--- config.mk ---
export PLATFORM = sky130hd
export DESIGN_NAME = vga_sync_gen
export DESIGN_NICKNAME = d
export VERILOG_FILES = /design/src/rtl/vga_sync_gen_pkg.sv /design/src/rtl/vga_sync_gen_pipe_delay.sv /design/src/rtl/vga_sync_gen.sv
export SDC_FILE = /design/constraint.sdc
export NUM_CORES = 1
export LEC_CHECK = 0
export BUFFER_PORTS_ARGS = -buffer_cell sky130_fd_sc_hd__buf_2
export CORE_ASPECT_RATIO = 1.5
export CORE_MARGIN = 2
export CORE_UTILIZATION = 30
export CTS_CLUSTER_DIAMETER = 60
export DETAILED_ROUTE_END_ITERATION = 8
export GPL_ROUTABILITY_DRIVEN = 0
export SETUP_SLACK_MARGIN = 0.1
export SLEW_MARGIN = 20
export SYNTH_ARGS = -nofsm -noshare
export SYNTH_HDL_FRONTEND = slang
export SYNTH_SLANG_ARGS = --single-unit
--- constraint.sdc ---
create_clock -name clk -period 3.2 [get_ports clk]
set_input_delay 0.8 -clock clk [delete_from_list [all_inputs] [get_ports clk]]
set_output_delay 0.8 -clock clk [all_outputs]
set_load 0.02 [all_outputs]
--- src/rtl/vga_sync_gen_pkg.sv ---
// vga_sync_gen_pkg
//   Shared VGA timing definitions for the sync generator and the text/tile
//   renderers: 640x480@60 default constants, coordinate and colour widths,
//   the packed timing-flag bundle carried through the latency pipe, and a
//   helper that derives line/frame totals from the four timing spans.
package vga_sync_gen_pkg;

    localparam int unsigned COORD_W = 11;
    localparam int unsigned COLOR_W = 3;

    localparam int unsigned DEF_H_VISIBLE = 640;
    localparam int unsigned DEF_H_FRONT   = 16;
    localparam int unsigned DEF_H_SYNC    = 96;
    localparam int unsigned DEF_H_BACK    = 48;
    localparam int unsigned DEF_V_VISIBLE = 480;
    localparam int unsigned DEF_V_FRONT   = 10;
    localparam int unsigned DEF_V_SYNC    = 2;
    localparam int unsigned DEF_V_BACK    = 33;

    // Raw decode results that must stay aligned with the renderer latency.
    typedef struct packed {
        logic act;
        logic hs;
        logic vs;
    } timing_flags_t;

    localparam int unsigned FLAGS_W = $bits(timing_flags_t);

    function automatic int unsigned span_total(input int unsigned visible,
                                               input int unsigned front,
                                               input int unsigned sync,
                                               input int unsigned back);
        return visible + front + sync + back;
    endfunction

endpackage

--- src/rtl/vga_sync_gen_pipe_delay.sv ---
// vga_pipe_delay
//   DEPTH x WIDTH shift register that advances only when en is high.
//   All stages load RESET_VAL on a synchronous active-low reset.
//   DEPTH = 0 degenerates to a plain wire.
// Ports:
//   clk   in  1      clock
//   rst_n in  1      synchronous active-low reset
//   en    in  1      shift enable
//   din   in  WIDTH  data into stage 0
//   dout  out WIDTH  data out of the last stage
module vga_pipe_delay
    import vga_sync_gen_pkg::*;
#(
    parameter int unsigned       DEPTH     = 1,
    parameter int unsigned       WIDTH     = FLAGS_W,
    parameter logic [WIDTH-1:0]  RESET_VAL = '0
) (
    input  logic             clk,
    input  logic             rst_n,
    input  logic             en,
    input  logic [WIDTH-1:0] din,
    output logic [WIDTH-1:0] dout
);

    generate
        if (DEPTH == 0) begin : g_wire
            logic unused_ctrl;
            assign unused_ctrl = ^{clk, rst_n, en};
            assign dout = din;
        end else begin : g_pipe
            logic [WIDTH-1:0] stage [DEPTH];

            always_ff @(posedge clk) begin
                if (!rst_n) begin
                    for (int unsigned i = 0; i < DEPTH; i++) begin
                        stage[i] <= RESET_VAL;
                    end
                end else if (en) begin
                    stage[0] <= din;
                    for (int unsigned i = 1; i < DEPTH; i++) begin
                        stage[i] <= stage[i-1];
                    end
                end
            end

            assign dout = stage[DEPTH-1];
        end
    endgenerate

endmodule

--- src/rtl/vga_sync_gen.sv ---
// vga_sync_gen
//   Pixel-timing master for the VGA output path. Divides clk into pixel
//   ticks, runs the horizontal/vertical scan counters, presents them to the
//   renderers, and drives sync plus blanked colour to the pins. Sync and
//   blanking are delayed by PIXEL_LAT ticks so they line up with the
//   renderer's colour; pins lag the coordinates by 1 + PIXEL_LAT ticks.
// Ports:
//   clk         in  1   system clock
//   rst_n       in  1   synchronous active-low reset
//   PIXEL       in  3   renderer colour {R,G,B} for the presented coordinate
//   PIXEL_H     out 11  horizontal count, 0..H_TOTAL-1
//   PIXEL_V     out 11  vertical count, 0..V_TOTAL-1
//   VGA_HS      out 1   horizontal sync (active level SYNC_POL)
//   VGA_VS      out 1   vertical sync (active level SYNC_POL)
//   VGA_RGB     out 3   blanked colour to the DAC
//   video_on    out 1   high while VGA_RGB shows a visible pixel
//   frame_start out 1   one-clk pulse when the counters wrap to (0,0)
module vga_sync_gen
    import vga_sync_gen_pkg::*;
#(
    parameter int unsigned CLK_DIV   = 2,
    parameter int unsigned H_VISIBLE = DEF_H_VISIBLE,
    parameter int unsigned H_FRONT   = DEF_H_FRONT,
    parameter int unsigned H_SYNC    = DEF_H_SYNC,
    parameter int unsigned H_BACK    = DEF_H_BACK,
    parameter int unsigned V_VISIBLE = DEF_V_VISIBLE,
    parameter int unsigned V_FRONT   = DEF_V_FRONT,
    parameter int unsigned V_SYNC    = DEF_V_SYNC,
    parameter int unsigned V_BACK    = DEF_V_BACK,
    parameter logic        SYNC_POL  = 1'b0,
    parameter int unsigned PIXEL_LAT = 0
) (
    input  logic               clk,
    input  logic               rst_n,
    input  logic [COLOR_W-1:0] PIXEL,
    output logic [COORD_W-1:0] PIXEL_H,
    output logic [COORD_W-1:0] PIXEL_V,
    output logic               VGA_HS,
    output logic               VGA_VS,
    output logic [COLOR_W-1:0] VGA_RGB,
    output logic               video_on,
    output logic               frame_start
);

    localparam int unsigned H_TOTAL = span_total(H_VISIBLE, H_FRONT, H_SYNC, H_BACK);
    localparam int unsigned V_TOTAL = span_total(V_VISIBLE, V_FRONT, V_SYNC, V_BACK);

    localparam logic [COORD_W-1:0] H_LAST = COORD_W'(H_TOTAL - 1);
    localparam logic [COORD_W-1:0] V_LAST = COORD_W'(V_TOTAL - 1);

    // Sync windows kept as 32-bit bounds so a window ending at 2048 cannot wrap.
    localparam int unsigned H_SYNC_FIRST = H_VISIBLE + H_FRONT;
    localparam int unsigned H_SYNC_LAST  = H_SYNC_FIRST + H_SYNC - 1;
    localparam int unsigned V_SYNC_FIRST = V_VISIBLE + V_FRONT;
    localparam int unsigned V_SYNC_LAST  = V_SYNC_FIRST + V_SYNC - 1;

    localparam logic [1:0] DIV_LAST = 2'(CLK_DIV - 1);

    logic [1:0]         div_cnt;
    logic               pix_en;
    logic [COORD_W-1:0] h_cnt;
    logic [COORD_W-1:0] v_cnt;
    timing_flags_t      raw_flags;
    timing_flags_t      dly_flags;

    // With CLK_DIV = 1 div_cnt stays at 0 = DIV_LAST, so pix_en is constant high.
    assign pix_en = (div_cnt == DIV_LAST);

    always_ff @(posedge clk) begin
        if (!rst_n) begin
            div_cnt <= '0;
        end else if (pix_en) begin
            div_cnt <= '0;
        end else begin
            div_cnt <= div_cnt + 2'd1;
        end
    end

    always_ff @(posedge clk) begin
        if (!rst_n) begin
            h_cnt       <= '0;
            v_cnt       <= '0;
            frame_start <= 1'b0;
        end else begin
            frame_start <= pix_en && (h_cnt == H_LAST) && (v_cnt == V_LAST);
            if (pix_en) begin
                if (h_cnt == H_LAST) begin
                    h_cnt <= '0;
                    v_cnt <= (v_cnt == V_LAST) ? '0 : v_cnt + 1'b1;
                end else begin
                    h_cnt <= h_cnt + 1'b1;
                end
            end
        end
    end

    assign PIXEL_H = h_cnt;
    assign PIXEL_V = v_cnt;

    always_comb begin
        raw_flags     = '0;
        raw_flags.act = (32'(h_cnt) < H_VISIBLE) && (32'(v_cnt) < V_VISIBLE);
        raw_flags.hs  = (32'(h_cnt) >= H_SYNC_FIRST) && (32'(h_cnt) <= H_SYNC_LAST);
        raw_flags.vs  = (32'(v_cnt) >= V_SYNC_FIRST) && (32'(v_cnt) <= V_SYNC_LAST);
    end

    // Aligns blanking/sync with colour arriving PIXEL_LAT ticks late.
    vga_pipe_delay #(
        .DEPTH     (PIXEL_LAT),
        .WIDTH     (FLAGS_W),
        .RESET_VAL ('0)
    ) u_flag_delay (
        .clk   (clk),
        .rst_n (rst_n),
        .en    (pix_en),
        .din   (raw_flags),
        .dout  (dly_flags)
    );

    always_ff @(posedge clk) begin
        if (!rst_n) begin
            VGA_RGB  <= '0;
            video_on <= 1'b0;
            VGA_HS   <= ~SYNC_POL;
            VGA_VS   <= ~SYNC_POL;
        end else if (pix_en) begin
            VGA_RGB  <= dly_flags.act ? PIXEL : '0;
            video_on <= dly_flags.act;
            VGA_HS   <= dly_flags.hs ? SYNC_POL : ~SYNC_POL;
            VGA_VS   <= dly_flags.vs ? SYNC_POL : ~SYNC_POL;
        end
    end

endmodule
# Word level (Yosys, flattened, before mapping)
# Index checks and enable logic that the tools add are counted.
[totals]
register_bits = 31
latch_bits = 0
ram_bits = 0
rom_bits = 0
inputBits = 5
out_inout_bits = 29
wordCells = 33
n_memories = 0
[classes]
addsub = 3
multipliers = 0
n_div = 0
order_cmp = 6
eq_ne = 3
n_shift = 0
n_mux = 5
bitwise = 1
n_reduce_logical = 7
[op_table]
columns = ["operator", "n"]
rows = [
  ["11-bit by 1-bit adder with 11-bit output (second input constant)", 2],
  ["11-bit by 10-bit == test with 1-bit output (second input constant)", 2],
  ["11-bit 2-to-1 mux", 2],
  ["11-bit by 10-bit >= comparator with 1-bit output (second input constant)", 1],
  ["11-bit by 9-bit >= comparator with 1-bit output (second input constant)", 1],
  ["11-bit by 10-bit <= comparator with 1-bit output (second input constant)", 1],
  ["11-bit by 9-bit <= comparator with 1-bit output (second input constant)", 1],
  ["11-bit by 10-bit less-than comparator with 1-bit output (second input constant)", 1],
  ["11-bit by 9-bit less-than comparator with 1-bit output (second input constant)", 1],
  ["1-bit logical AND", 5],
  ["3-bit 2-to-1 mux", 1],
  ["2-bit by 1-bit adder with 2-bit output (second input constant)", 1],
  ["2-bit by 1-bit == test with 1-bit output (second input constant)", 1],
  ["1-bit 2-to-1 mux", 2],
  ["2-bit AND reduction", 1],
  ["2-bit OR reduction", 1],
  ["1-bit NOT", 1],
]

# Longest topological paths before layout
[logic_depth]
word_depth = 3
depth_mapped = 7
ltp_nobuf = 6

# Hierarchy
# A second synthesis with hierarchy kept.
[hier_totals]
cells_unflattened = 188
hier_area_um2 = 1549.0
[by_module_without_submodules]
columns = ["mod", "n_inst", "cells_each", "area_each_um2", "seq_area_each_um2"]
rows = [
  ["vga_sync_gen", 1, 185, 1526.5, 620.6],
  ["vga_pipe_delay", 1, 3, 22.5, 0.0],
]

# Worst setup path before layout
# OpenSTA, ideal clock, no wires.
[synth_path]
path_kind = "register -> register"
startpoint = "register h_cnt[8], in the netlist PIXEL_H[8]"
endpoint = "register v_cnt[10], in the netlist PIXEL_V[10]"
setup_time_ns = 0.067
arrival_time_ns = 2.188
t_required_ns = 3.133
slack_ns = 0.945
path_stages_with_launch = 5
path_buffers = 0
period_less_slack_ns = 2.255
cell_sequence = "dfxtp_1 -> or4b_4 -> or4_4 -> or4_4 -> a21oi_2"
[synth_between]
elab_chain_cells = 2
[synth_lines]
columns = ["element", "line", "text"]
rows = [
  ["start: declaration", "vga_sync_gen.sv:61", "logic [COORD_W-1:0] h_cnt;"],
  ["start signal: assignment", "vga_sync_gen.sv:91", "h_cnt <= h_cnt + 1'b1;"],
  ["11-bit by 10-bit == test with 1-bit output", "vga_sync_gen.sv:87", "if (h_cnt == H_LAST) begin"],
  ["2-bit AND reduction (no line)", "n/a", ""],
  ["end signal: assignment", "vga_sync_gen.sv:89", "v_cnt <= (v_cnt == V_LAST) ? '0 : v_cnt + 1'b1;"],
  ["end: declaration", "vga_sync_gen.sv:62", "logic [COORD_W-1:0] v_cnt;"],
]
# No other way between the ends.
# A chain may end at the register's enable or synchronous reset.

# Worst setup path after layout
[layout_path]
startpoint = "register div_cnt[0]"
endpoint = "register v_cnt[4], in the netlist PIXEL_V[4]"
[layout_between]
elab_chain_cells = 2
[layout_lines]
columns = ["element", "line", "text"]
rows = [
  ["start: declaration", "vga_sync_gen.sv:59", "logic [1:0] div_cnt;"],
  ["start signal: assignment", "vga_sync_gen.sv:75", "div_cnt <= div_cnt + 2'd1;"],
  ["2-bit by 1-bit == test with 1-bit output", "vga_sync_gen.sv:67", "assign pix_en = (div_cnt == DIV_LAST);"],
  ["2-bit AND reduction (no line)", "n/a", ""],
]
# No other way between the ends.

==> reports/metrics.csv <==
stage,metric,value,unit
worst_setup_path,WP buf/inv,0,
clocking,root buffer cell,clkbuf_8,
floorplan,number of I/O pins,34,
global_route,number of global-route vias before repair,1246,
global_route,initial antenna violation count,0,
worst_setup_path,CP max stage cell,or4_1,
final_layout,non-filler instance count after layout,262,
worst_setup_path,Setup CP Type,flip-flop to flip-flop,
final_layout,layout cells sized above 1,22.7,%
timing,# setup viols final,0,
final_layout,register area,621,um2
placement,Final HPWL DP,2600,um
floorplan,Initial Util,31.0,%
logic_synthesis,Gate Count Post-Synth,160,
clocking,clock sinks,31,
logic_synthesis,Synthesis Warnings,0,
worst_setup_path,"delay-heaviest family, CP",simple AND/OR/NAND/NOR gates,
worst_setup_path,most frequent CP cell,or4_1,
power,static leakage,0.680,nW
logic_synthesis,top cell type's share of synthesized area,44.0,%
timing,Slew HR,70.0,%
worst_setup_path,Worst EP required,3410,ps
logic_synthesis,top-count cell post-synth,dfxtp_1,
timing,worst-margin pin slew,450,ps
worst_setup_path,Critical Path Fanout Max,11,
worst_setup_path,worst setup path end,PIXEL_V[4],
worst_hold_path,min-delay worst type,flip-flop to flip-flop,
global_route,Total Routing Usage GR,14.5,%
timing,"Slew Viols, Final",0,
logic_synthesis,largest cells by area after synthesis,"dfxtp_1 44%, nor2_1 5.1%, xnor2_1 5.0%",
routing,DRT Pass-1 Iters,4,
routing,Antenna Nets Post-Route,0,
worst_setup_path,worst r2r dst,PIXEL_V[4],
worst_setup_path,reg2reg start,div_cnt[0],
floorplan,Die X,60.0,um
timing,top achievable clock speed,414,MHz
timing,min Tclk post-route,2410,ps
logic_synthesis,area of the mapped netlist,1410,um2
worst_setup_path,worst reg2reg path depth,5,
final_layout,Post-layout nets,207,
logic_synthesis,Synth area leader,dfxtp_1,
timing,final setup TNS,0,ps
worst_setup_path,crit path launch,div_cnt[0],
logic_synthesis,Yosys reg bits,31,
routing,# DRC,0,
worst_setup_path,r2r setup slk,790,ps
global_route,largest net degree at the start of global routing,12,
global_route,first-pass GRT wire length,5840,um
placement,Placed Cells,255,
timing,period utilization,75.5,%
clocking,CTS resizes,0,
clocking,Post-CTS Setup Bufs,0,
timing,unrepaired setup endpoints after global routing,false,
worst_setup_path,CP endpoint kind,flip-flop,
routing,drt first-iter violations,32,
worst_setup_path,Critical Path AT,2630,ps
final_layout,fillers,477,
clocking,clock transition at the registers of the reported paths,60,ps
worst_setup_path,"Critical Path, Cell by Cell",ha_1 -> nand2_1 -> or4_1 -> or4_1 -> a21oi_1,
logic_synthesis,"Top FF cell, synth",dfxtp_1,
logic_synthesis,most frequent cells after synthesis,"31 x dfxtp_1, 19 x nor2_1, 11 x nand2_1, 11 x nand4_1, 9 x a21oi_1",
final_layout,final core utilization,38.2,%
run,max_cap viols,0,
final_layout,area grow syn2layout,23.1,%
logic_synthesis,Synth async-reset ratio,0,%
floorplan,Core Footprint,4540,um2
worst_setup_path,Crit path largest cell delay,750,ps
routing,drt total wl,3490,um
routing,DR vias/cell,5.00,
worst_setup_path,startpoint types,flip-flop,
clocking,"Clk Latency, worst-skew pair",280,ps
power,PwrDens,447,nW/um2
clocking,htree depth,2,
logic_synthesis,"EDFF count, synth",0,
placement,dpl cell area,1650,um2
global_route,GRT overflow,0,
power,VDD IR-drop max,0.000256,V
final_layout,design area,1740,um2
logic_synthesis,syn_nets,169,
routing,via count,1311,
final_layout,multi-input logic area,756,um2
floorplan,die height,88.0,um
routing,routed len/inst,13.3,um
floorplan,Die Footprint,5280,um2
clocking,TritonCTS Buffers,5,
clocking,# hold bufs at CTS,0,
placement,number of port buffers,33,
floorplan,Rows,30,
clocking,CTS Buffer Depth,2,
logic_synthesis,syn avg cell area,8.81,um2
logic_synthesis,post-synthesis sequential area ratio,44.0,%
run_status,status,"finished, final reports clean",
final_layout,number of inserted diodes,0,
clocking,CTS tree,built,
timing,Fin. Hold Viols,0,
timing,clock skew,4.45,ps
logic_synthesis,Unique masters post-synth,31,
worst_setup_path,critical path depth in cells,5,
-- worst register-to-register path: stages (launching register included) --
cell and delay (ps):
dfxtp_1 330, ha_1 370, nand2_1 230, or4_1 750, or4_1 520, a21oi_1 140
-- power breakdown --
part / leakage (nW) / internal (mW) / switching, mW
Clock: 0.0470 / 0.168 / 0.135
Sequential: 0.251 / 0.399 / 0.00962
Combinational: 0.382 / 0.0238 / 0.0403
-- logic make-up after synthesis --
group,Yosys count,share of synthesized area (%)
xor+xnor,12,7.45
simple gates,76,30.0
compound gates,28,12.6
fa+ha+maj,4,3.55
flops,31,44.0
buf+inv,9,2.40
-- layout make-up --
cell class / count / area share [%]
clock buffers: 6 / 4.76
clock inverters: 1 / 0.288
inverters: 7 / 1.51
multi-input cells: 120 / 43.5
flip-flops and latches: 31 / 35.8
well taps: 64 / 4.61
repair buffers: 33 / 9.52
-- worst min path at each step --
stage / from / end / cells past startpoint
floorplan: div_cnt[0] / div_cnt[0] / 1
global route: div_cnt[0] / div_cnt[0] / 1
detailed placement: div_cnt[0] / div_cnt[0] / 1
global placement: div_cnt[0] / div_cnt[0] / 1
CTS: div_cnt[0] / div_cnt[0] / 1
finish: div_cnt[0] / div_cnt[0] / 1
-- registers in the layout (all words and copies together) (netlist names) --
register / flops
PIXEL_H: 11
PIXEL_V: 11
VGA_HS: 1
VGA_RGB: 3
VGA_VS: 1
div_cnt: 2
frame_start: 1
video_on: 1
-- stage by stage --
stage / total power [mW] / hold WS, ps / setup slack [ps]
after floorplan: 0.459 / 399 / 945
after global placement: 0.480 / 406 / 885
after detailed placement: 0.482 / 412 / 784
after CTS: 0.788 / 427 / 762
after global routing: 0.816 / 445 / 575
final: 0.776 / 423 / 785
-- cell usage in the layout (no fill, tap or decap) --
cell type | synthesis | routed
a21o_1 | 2 | 2
a21oi_1 | 9 | 9
a21oi_2 | 1 | 1
a22o_1 | 3 | 3
a31oi_1 | 1 | 1
and2_1 | 2 | 2
and4b_1 | 1 | 1
buf_2 | 0 | 33
clkbuf_8 | 0 | 6
clkinv_2 | 0 | 1
dfxtp_1 | 31 | 31
ha_1 | 4 | 4
inv_1 | 7 | 7
nand2_1 | 11 | 11
nand2b_1 | 3 | 3
nand3_1 | 3 | 3
nand4_1 | 11 | 11
nand4b_1 | 2 | 2
nor2_1 | 19 | 19
nor3_1 | 7 | 7
nor4_1 | 1 | 1
nor4b_1 | 1 | 1
o21ai_0 | 7 | 7
o21ai_2 | 1 | 1
o21bai_1 | 1 | 1
o31ai_1 | 2 | 2
o32a_1 | 1 | 1
or3_1 | 7 | 7
or4_1 | 5 | 5
or4_4 | 2 | 2
or4b_4 | 1 | 1
xnor2_1 | 8 | 8
xor2_1 | 4 | 4
-- metal layers --
| metal | up-vias | wire [um] | part of all wire, % | global-route usage (%) |
|---|---|---|---|---|
| li1 | 659 | - | - | - |
| met1 | 597 | 1620 | 46 | 18.1 |
| met2 | 43 | 1580 | 45 | 22.1 |
| met3 | 12 | 171 | 4.9 | 3.84 |
| met4 | 0 | 113 | 3.2 | 8.08 |
| met5 | - | 0 | 0 | 0 |
Note: power is estimated with default switching activity, not from simulation.
